`config.mk`:
```
export PLATFORM = sky130hd
export DESIGN_NAME = score_hex_display
export DESIGN_NICKNAME = d
export VERILOG_FILES = /design/src/rtl/score_pkg.sv /design/src/rtl/bcd_to_seg7.sv /design/src/rtl/score_hex_display.sv
export SDC_FILE = /design/constraint.sdc
export NUM_CORES = 1
export LEC_CHECK = 0
export CAP_MARGIN = 15
export CORE_MARGIN = 2
export CORE_UTILIZATION = 60
export CTS_CLUSTER_SIZE = 12
export DETAILED_ROUTE_END_ITERATION = 8
export GPL_TIMING_DRIVEN = 0
export PLACE_DENSITY = 0.86
export SLEW_MARGIN = 30
export SYNTH_ARGS = -nofsm -noshare
export SYNTH_HDL_FRONTEND = slang
export SYNTH_SLANG_ARGS = --single-unit
```
`constraint.sdc`:
```
create_clock -name Clk -period 5.86 [get_ports Clk]
set_clock_uncertainty 0.15 [all_clocks]
set_input_delay 0.879 -clock Clk [delete_from_list [all_inputs] [get_ports Clk]]
set_output_delay 0.879 -clock Clk [all_outputs]
set_load 0.02 [all_outputs]
```
`src/rtl/score_pkg.sv`:
```
// Shared types and constants for the score_hex_display block:
// FSM state encoding, active-low 7-segment codes and a power-of-ten helper.
package score_pkg;

  typedef enum logic [1:0] {
    StIdle,
    StConv,
    StCommit
  } state_t;

  // Active-low {dp,g,f,e,d,c,b,a}; dp always off.
  localparam logic [7:0] Seg7Code0  = 8'hC0;
  localparam logic [7:0] Seg7Code1  = 8'hF9;
  localparam logic [7:0] Seg7Code2  = 8'hA4;
  localparam logic [7:0] Seg7Code3  = 8'hB0;
  localparam logic [7:0] Seg7Code4  = 8'h99;
  localparam logic [7:0] Seg7Code5  = 8'h92;
  localparam logic [7:0] Seg7Code6  = 8'h82;
  localparam logic [7:0] Seg7Code7  = 8'hF8;
  localparam logic [7:0] Seg7Code8  = 8'h80;
  localparam logic [7:0] Seg7Code9  = 8'h90;
  localparam logic [7:0] Seg7Blank  = 8'hFF;

  function automatic longint unsigned pow10(input int unsigned n);
    longint unsigned r;
    r = 1;
    for (int unsigned i = 0; i < n; i++) begin
      r = r * 10;
    end
    return r;
  endfunction

endpackage

```
`src/rtl/bcd_to_seg7.sv`:
```
// One BCD nibble to an active-low 7-segment code; non-decimal nibbles and
// blanked digits render dark.
module bcd_to_seg7
  import score_pkg::*;
(
  input  logic [3:0] nibble,
  input  logic       blank,
  output logic [7:0] seg
);

  always_comb begin
    seg = Seg7Blank;
    if (!blank) begin
      case (nibble)
        4'd0:    seg = Seg7Code0;
        4'd1:    seg = Seg7Code1;
        4'd2:    seg = Seg7Code2;
        4'd3:    seg = Seg7Code3;
        4'd4:    seg = Seg7Code4;
        4'd5:    seg = Seg7Code5;
        4'd6:    seg = Seg7Code6;
        4'd7:    seg = Seg7Code7;
        4'd8:    seg = Seg7Code8;
        4'd9:    seg = Seg7Code9;
        default: seg = Seg7Blank;
      endcase
    end
  end

endmodule

```
`src/rtl/score_hex_display.sv`:
```
// Samples a binary score, converts it to BCD with an iterative double-dabble
// engine, tracks the high score and drives the active-low HEX digit bank.
module score_hex_display
  import score_pkg::*;
#(
  parameter int unsigned BIN_W  = 32,
  parameter int unsigned DIGITS = 6
) (
  input  logic                  Clk,
  input  logic                  Reset_n,
  input  logic                  start,
  input  logic [BIN_W-1:0]      value,
  input  logic                  clear_high,
  input  logic                  show_high,
  input  logic                  blank_lz,
  output logic                  busy,
  output logic                  done,
  output logic                  overflow,
  output logic                  new_high,
  output logic [4*DIGITS-1:0]   bcd,
  output logic [4*DIGITS-1:0]   high_bcd,
  output logic [8*DIGITS-1:0]   seg
);

  localparam int unsigned BcdW = 4 * DIGITS;
  localparam int unsigned ShW  = BcdW + BIN_W;
  localparam int unsigned CntW = $clog2(BIN_W + 1);
  localparam longint unsigned MaxVal = pow10(DIGITS) - 1;

  state_t               state_q, state_d;
  logic [ShW-1:0]       sh_q, sh_d;
  logic [CntW-1:0]      cnt_q, cnt_d;
  logic [BIN_W-1:0]     sat_q, sat_d;
  logic                 ovf_q, ovf_d;
  logic [BcdW-1:0]      bcd_q, bcd_d;
  logic [BcdW-1:0]      high_bcd_q, high_bcd_d;
  logic [BIN_W-1:0]     high_bin_q, high_bin_d;
  logic                 new_high_q, new_high_d;
  logic                 overflow_q, overflow_d;
  logic                 done_q, done_d;

  logic                 too_big;
  logic [BIN_W-1:0]     sat_val;
  logic [ShW-1:0]       sh_adj;
  logic [ShW-1:0]       sh_shift;

  // Compare in 64 bits so MAX may exceed the input width.
  assign too_big = 64'(value) > 64'(MaxVal);
  assign sat_val = too_big ? BIN_W'(MaxVal) : value;

  always_comb begin
    sh_adj = sh_q;
    for (int d = 0; d < int'(DIGITS); d++) begin
      if (sh_adj[BIN_W+4*d +: 4] >= 4'd5) begin
        sh_adj[BIN_W+4*d +: 4] = sh_adj[BIN_W+4*d +: 4] + 4'd3;
      end
    end
    sh_shift = {sh_adj[ShW-2:0], 1'b0};
  end

  always_comb begin
    state_d    = state_q;
    sh_d       = sh_q;
    cnt_d      = cnt_q;
    sat_d      = sat_q;
    ovf_d      = ovf_q;
    bcd_d      = bcd_q;
    high_bcd_d = high_bcd_q;
    high_bin_d = high_bin_q;
    new_high_d = new_high_q;
    overflow_d = overflow_q;
    done_d     = 1'b0;

    unique case (state_q)
      StIdle: begin
        if (start) begin
          sat_d      = sat_val;
          ovf_d      = too_big;
          sh_d       = {{BcdW{1'b0}}, sat_val};
          cnt_d      = CntW'(BIN_W);
          new_high_d = 1'b0;
          state_d    = StConv;
        end
      end
      StConv: begin
        sh_d  = sh_shift;
        cnt_d = cnt_q - CntW'(1);
        if (cnt_q == CntW'(1)) begin
          state_d = StCommit;
        end
      end
      StCommit: begin
        bcd_d      = sh_q[ShW-1 -: BcdW];
        done_d     = 1'b1;
        overflow_d = ovf_q;
        if (sat_q > high_bin_q) begin
          high_bin_d = sat_q;
          high_bcd_d = sh_q[ShW-1 -: BcdW];
          new_high_d = 1'b1;
        end
        state_d = StIdle;
      end
      default: state_d = StIdle;
    endcase

    // Clear overrides any high-score update landing on the same edge.
    if (clear_high) begin
      high_bin_d = '0;
      high_bcd_d = '0;
      new_high_d = 1'b0;
    end
  end

  always_ff @(posedge Clk or negedge Reset_n) begin
    if (!Reset_n) begin
      state_q    <= StIdle;
      sh_q       <= '0;
      cnt_q      <= '0;
      sat_q      <= '0;
      ovf_q      <= 1'b0;
      bcd_q      <= '0;
      high_bcd_q <= '0;
      high_bin_q <= '0;
      new_high_q <= 1'b0;
      overflow_q <= 1'b0;
      done_q     <= 1'b0;
    end else begin
      state_q    <= state_d;
      sh_q       <= sh_d;
      cnt_q      <= cnt_d;
      sat_q      <= sat_d;
      ovf_q      <= ovf_d;
      bcd_q      <= bcd_d;
      high_bcd_q <= high_bcd_d;
      high_bin_q <= high_bin_d;
      new_high_q <= new_high_d;
      overflow_q <= overflow_d;
      done_q     <= done_d;
    end
  end

  assign busy     = (state_q != StIdle);
  assign done     = done_q;
  assign overflow = overflow_q;
  assign new_high = new_high_q;
  assign bcd      = bcd_q;
  assign high_bcd = high_bcd_q;

  logic [BcdW-1:0]   disp;
  logic [DIGITS-1:0] blank_vec;

  assign disp = show_high ? high_bcd_q : bcd_q;

  // Walk from the most significant digit down; blank until a nonzero digit.
  always_comb begin
    logic nz;
    nz        = 1'b0;
    blank_vec = '0;
    for (int i = int'(DIGITS) - 1; i >= 0; i--) begin
      nz           = nz | (disp[4*i +: 4] != 4'd0);
      blank_vec[i] = blank_lz && (i != 0) && !nz;
    end
  end

  for (genvar g = 0; g < int'(DIGITS); g++) begin : g_digit
    bcd_to_seg7 u_seg (
      .nibble (disp[4*g +: 4]),
      .blank  (blank_vec[g]),
      .seg    (seg[8*g +: 8])
    );
  end

endmodule

```
### Word level (Yosys, flattened, before mapping)

Memory sizes are Yosys's and may differ from the RTL's.
Index checks and enable logic that the tools add are counted.

| word-level totals | value |
|---|---|
| flip-flop bits (word level) | 180 |
| word-level logic and storage cells | 100 |
| input port bits | 38 |
| ROM bits | 672 |
| memories kept | 6 |

| operators by class | value |
|---|---|
| muxes and demuxes | 31 |
| equal/unequal tests | 7 |
| add/sub/neg operators | 7 |
| reduce and logical (&&, ||, !) cells | 26 |
| $lt $le $gt $ge | 8 |
| bitwise gates (word level) | 4 |

Memories:

| memory | depth | width | rd ports | clocked after memory_dff | write ports | RTL line | RTL |
|---|---|---|---|---|---|---|---|
| (name not given) | 16 | 7 | 1 | 0 | 0 | bcd_to_seg7.sv:14 | `case (nibble)` |
| (name not given) | 16 | 7 | 1 | 0 | 0 | bcd_to_seg7.sv:14 |  |
| (name not given) | 16 | 7 | 1 | 0 | 0 | bcd_to_seg7.sv:14 |  |
| (name not given) | 16 | 7 | 1 | 0 | 0 | bcd_to_seg7.sv:14 |  |
| (name not given) | 16 | 7 | 1 | 0 | 0 | bcd_to_seg7.sv:14 |  |
| (name not given) | 16 | 7 | 1 | 0 | 0 | bcd_to_seg7.sv:14 |  |

Operators with widths:

| cell | count |
|---|---|
| 2-to-1 mux 32 bit | 4 |
| one-hot mux 56 bit (2 select lines) | 1 |
| 2-to-1 mux 24 bit | 4 |
| 2-to-1 mux 56 bit | 1 |
| 2-to-1 mux 8 bit | 5 |
| greater-than comparator 32 x 20 -> 1 bit, second input constant | 1 |
| greater-than comparator 32 bit | 1 |
| >= comparator 4 x 3 -> 1 bit, second input constant | 6 |
| adder 4 x 2 -> 4 bit, second input constant | 5 |
| 2-to-1 mux 4 bit | 5 |
| nonzero test 4 bit | 5 |
| one-hot mux 6 bit (2 select lines) | 1 |
| AND reduction 2 bit | 4 |
| nonzero test 2 bit | 4 |
| == test 6 x 1 -> 1 bit, second input constant | 1 |
| 2-to-1 mux 6 bit | 1 |
| != test 3 bit, second input constant | 2 |
| subtractor 6 x 1 -> 6 bit, second input constant | 1 |
| logical AND 1 bit | 5 |
| zero test 1 bit | 5 |
| 2-to-1 mux 1 bit | 4 |
| 2-to-1 mux 2 bit | 2 |
| != test 2 bit, second input constant | 2 |
| OR 1 bit | 4 |
| other kinds (9) | 9 |

### Depth between registers and ports, before layout

| logic depth | value |
|---|---|
| word-level depth | 9 |
| mapped depth | 11 |
| mapped depth without buffers | 8 |

### Modules after synthesis

A second synthesis with hierarchy kept.

| second synthesis, totals | value |
|---|---|
| cells, all modules | 1133 |
| area total of the unflattened synthesis | 10726.5 µm² |

By module, submodules not included:

| module | instances | sequential area each (µm²) | area an instance (µm²) | cells an instance |
|---|---|---|---|---|
| score_hex_display | 1 | 4504.3 | 9210.1 | 919 |
| bcd_to_seg7 (g_digit[0].u_seg ...) | 2 | 0.0 | 264.0 | 37 |
| bcd_to_seg7 (g_digit[2].u_seg ...) | 2 | 0.0 | 247.7 | 35 |
| bcd_to_seg7 (g_digit[4].u_seg ...) | 2 | 0.0 | 246.5 | 35 |

### Least setup slack after synthesis

Ideal clock, no wire load.

| timing | value |
|---|---|
| path type | input-to-output |
| start | input show_high |
| end | output seg[14] |
| path buffers | 2 |
| data required time | 4.831 ns |
| data arrival time | 3.217 ns |
| stages on the path | 10 |
| slack | 1.614 ns |
| cells stage by stage | buf_4 buf_2 mux2i_1 ha_1 and3_1 o2111ai_1 nor4b_2 and2_1 o22ai_1 a22oi_1 |

| on the way | value |
|---|---|
| word-level cells in the longest chain between the ends | 9 |

Ends and longest elaborated chain:

| item | RTL line | RTL |
|---|---|---|
| start, declared | score_hex_display.sv:14 | `input logic show_high,` |
| 2-to-1 mux 24 bit (*) | score_hex_display.sv:152 | `assign disp = show_high ? high_bcd_q : bcd_q;` |
| nonzero test 4 bit | score_hex_display.sv:160 | `nz = nz \| (disp[4*i +: 4] != 4'd0);` |
| OR 1 bit (4 in series) | score_hex_display.sv:160 |  |
| zero test 1 bit | score_hex_display.sv:161 | `blank_vec[i] = blank_lz && (i != 0) && !nz;` |
| logical AND 1 bit | score_hex_display.sv:161 |  |
| 2-to-1 mux 8 bit (*) | bcd_to_seg7.sv:13 | `if (!blank) begin` |
| end, declared | score_hex_display.sv:22 | `output logic [8*DIGITS-1:0] seg` |

Every way passes the cells marked *; elsewhere a longest branch is shown, timed or not.

### Worst setup path in the final report

| timing | value |
|---|---|
| start | input show_high |
| end | output seg[11] |

Same word-level chain as after synthesis.

==> impl_metrics.json <==
{
  "drt_iter0_drc": 715,
  "yosys_register_bits": 180,
  "synth_area_leaders": "dfrtp_1, ha_1, mux2i_1",
  "seq_power_share": 0.395,
  "rsz0062_at_grt": "false",
  "synthCells": 1058,
  "synth_top_cell_by_area": "dfrtp_1",
  "synth-async-reset-ratio": 1.00,
  "vias": 8536,
  "internal_power_mw": 2.93,
  "dpl_cell_area_um2": 12100,
  "met1_length_um": 11100,
  "topRoutingLayerUsed": "met4",
  "grt_use_total": 0.298,
  "hold_viol": 0,
  "coreArea_um2": 17100,
  "drc": 0,
  "worstPathCellList": "clkdlybuf4s50_1 -> buf_4 -> buf_4 -> mux2i_2 -> ha_1 -> and3_1 -> o2111ai_2 -> nor4b_2 -> and2_1 -> a31oi_1 -> o21ai_0 -> clkdlybuf4s50_1",
  "synthAdderAreaFrac": 0.0912,
  "avgRoutedWirePerCell_um": 18.3,
  "fmax_mhz": 178,
  "drive_gt1_frac": 0.0758,
  "setup_viol": 0,
  "clk_latency_ns": 0.44,
  "num_io_pins": 138,
  "p_clk_frac": 0.254,
  "port_buffers": 130,
  "post-cts-setup-buffer-count": 0,
  "p_sw_mw": 1.71,
  "routed_wl_um": 26500,
  "synth_warnings": 0,
  "pwr-share-comb": 0.351,
  "power_mw": 4.63,
  "end_kind": "primary output",
  "antenna_found_initial": 0,
  "holdBufCountCts": 0,
  "postLayoutCellArea_um2": 12700,
  "synth_top_family_by_area": "simple AND/OR/NAND/NOR gates",
  "first_pass_iters": 7,
  "critical_path_buf_inv_count": 4,
  "arrival_ns": 4.58,
  "fin_crit_ns": 5.60,
  "critPathTopFamily": "buffers and inverters",
  "syn_area_um2": 10400,
  "synthMostInstantiatedCell": "dfrtp_1",
  "path_clk_slew_ns": 0.06,
  "place_hpwl_um": 18700,
  "routabilityCongestion": 0.919,
  "cellPowerDensity_nw_per_um2": 364,
  "synth-xor-area-share": 0.00840,
  "ant_nets": 0,
  "htreeDepth": 4,
  "tritoncts": "built",
  "num_antenna_cells": 0,
  "synth-compound-area-share": 0.124,
  "area_growth_pct": 22.2,
  "worst_pin_slew_ns": 0.868,
  "synth_top_area_share": 0.432,
  "grt_pass1_vias": 8354,
  "fin_crit_sh": 0.956,
  "cts-root-buf": "clkbuf_16",
  "fin_nets": 1328,
  "status": "complete, no violations",
  "grt_pass1_wl_um": 43100,
  "grt-ovfl-total": 0,
  "grt_max_degree": 71,
  "num-fill-cells": 1143,
  "route.met2.wl_um": 12900,
  "synth.area.mux_share": 0.121,
  "cp-start-kind": "input port",
  "p_leak_nw": 6.02,
  "crit_slowest_cell": "clkdlybuf4s50_1",
  "die_w_um": 136,
  "clock_path_buffers": 2,
  "synth_edf_count": 0,
  "avgViaCountPerCell": 5.88,
  "irDropWorstVdd_v": 0.000274,
  "die_area_um2": 18400,
  "syn-mean-instance-area_um2": 9.86,
  "min_path_type": "in2async",
  "required_ns": 4.83,
  "p_sw_frac": 0.368,
  "start_util": 0.609,
  "cap_violations": 0,
  "route.met3.wl_um": 1810,
  "cpPeakStageDelay_ns": 0.63,
  "slew_viol_final": 0,
  "die-height_um": 136,
  "cp_max_fo": 10,
  "yosysUniqueCellTypes": 50,
  "synth-seq-area-share": 0.432,
  "clock-sinks": 180,
  "rows": 48,
  "maxSlewHeadroom": 0.421,
  "synth-simple-area-share": 0.174,
  "synth_ff_type": "dfrtp_1",
  "critPathKind": "in2out",
  "cts_buffers": 17,
  "synth_common_cells": "dfrtp_1, nand2b_1, nand2_1"
}
## final timing paths
path	start	to	slack, ns	cells past startpoint
max	show_high	seg[11]	0.26	12
min	Reset_n	sh_q[12]	0.26	1
max reg2reg	sat_q[30]	high_bcd[10]	2.95	10
min reg2reg	ovf_q	ovf_q	0.33	2
max in group asynchronous	Reset_n	sh_q[42]	4.61	2
min in group Clk	ovf_q	ovf_q	0.33	2
## metal layers
metal  vias to the layer above  track usage
met3                        64       0.0608
met4                         0        0.109
met2                       352        0.491
met1                      4133        0.393
li1                       3987            -
met5                         -            0
## repair_timing
| action | in CTS | in global routing |
|---|---|---|
| setup endpoints to repair | 7 | 7 |
| pin swaps | 0 | 1 |
| resized for setup | 3 | 7 |
## worst reg2reg max path, stage by stage, from the launching register on
cell      delay (ns)
dfrtp_1         0.42
ha_1            0.34
nand4_1         0.19
nor4_1          0.41
a21boi_0        0.18
o31ai_1         0.11
o31a_1          0.18
clkbuf_1        0.15
buf_6           0.20
buf_6           0.21
mux2i_1         0.29
## area by class of cell
cell class / count / area (um^2) / area share
well taps: 225 / 282 / 0.0221
flip-flops and latches: 180 / 4500 / 0.354
multi-input cells: 764 / 5470 / 0.430
inverters: 61 / 229 / 0.0180
clock buffers: 24 / 482 / 0.0378
clock inverters: 8 / 124 / 0.00972
plain buffers: 58 / 285 / 0.0224
repair buffers: 132 / 1360 / 0.107
## registers in the layout, summed over array words and instances, names as in the netlist
signal	cells
bcd	24
cnt_q	6
done	1
high_bcd	24
high_bin_q	32
new_high	1
overflow	1
ovf_q	1
sat_q	32
sh_q	56
state_q	2
## logic make-up (layout without fill, tap and decap cells)
group	after synthesis	in the layout
AND/OR/NAND/NOR	349	349
AO/OA/AOI/OAI	202	202
flip-flops	180	180
multiplexers	121	121
buffers and inverters	119	283
adder cells (fa/ha/maj)	76	76
XOR/XNOR	10	10
other	1	6
## power by group through the flow
| stage | Combinational [mW] | Clock [mW] | Sequential, mW |
|---|---|---|---|
| CTS | 1.62 | 1.18 | 1.81 |
| global route | 1.80 | 1.24 | 1.86 |
| detailed placement | 1.59 | 0 | 1.82 |
| global placement | 1.52 | 0 | 1.81 |
| floorplan | 1.06 | 0 | 1.75 |
| finish | 1.63 | 1.18 | 1.83 |
## stage by stage
step           TNS (ns)  hold WS (ns)  cells  worst slack (ns)  utilization
6_report              0         0.258   1452             0.255        0.744
5_1_grt               0         0.292   1452            0.0331        0.744
4_1_cts               0         0.273   1452            0.0227        0.742
3_5_place_dp     -0.322         0.314   1420           -0.0828        0.706
3_3_place_gp    -629.05         0.311   1418             -3.51        0.703
2_1_floorplan         0         0.291   1063              1.61            -
## cells in the final DEF, fill, tap and decap left out, types with 3 or more instances in the layout
master and instances:
a21boi_0 3, a21o_1 5, a21oi_1 46, a221o_1 8
a22o_1 9, a22oi_1 15, a32o_1 6, and2_1 15
and3_1 11, buf_1 5, buf_2 3, buf_4 8
buf_6 4, bufinv_16 3, clkbuf_1 41, clkbuf_16 17
clkbuf_8 3, clkdlybuf4s50_1 129, conb_1 6, dfrtp_1 180
ha_1 76, inv_1 61, mux2_2 37, mux2i_1 79
mux2i_2 3, nand2_1 87, nand2b_1 120, nand3_1 40
nand4_1 9, nor2_1 41, nor2b_1 3, nor3_1 8
nor4_1 8, o211ai_1 7, o21a_1 3, o21ai_0 68
o31ai_1 15, o32ai_1 5, xnor2_1 10
Power figures use the tool's default switching activity.
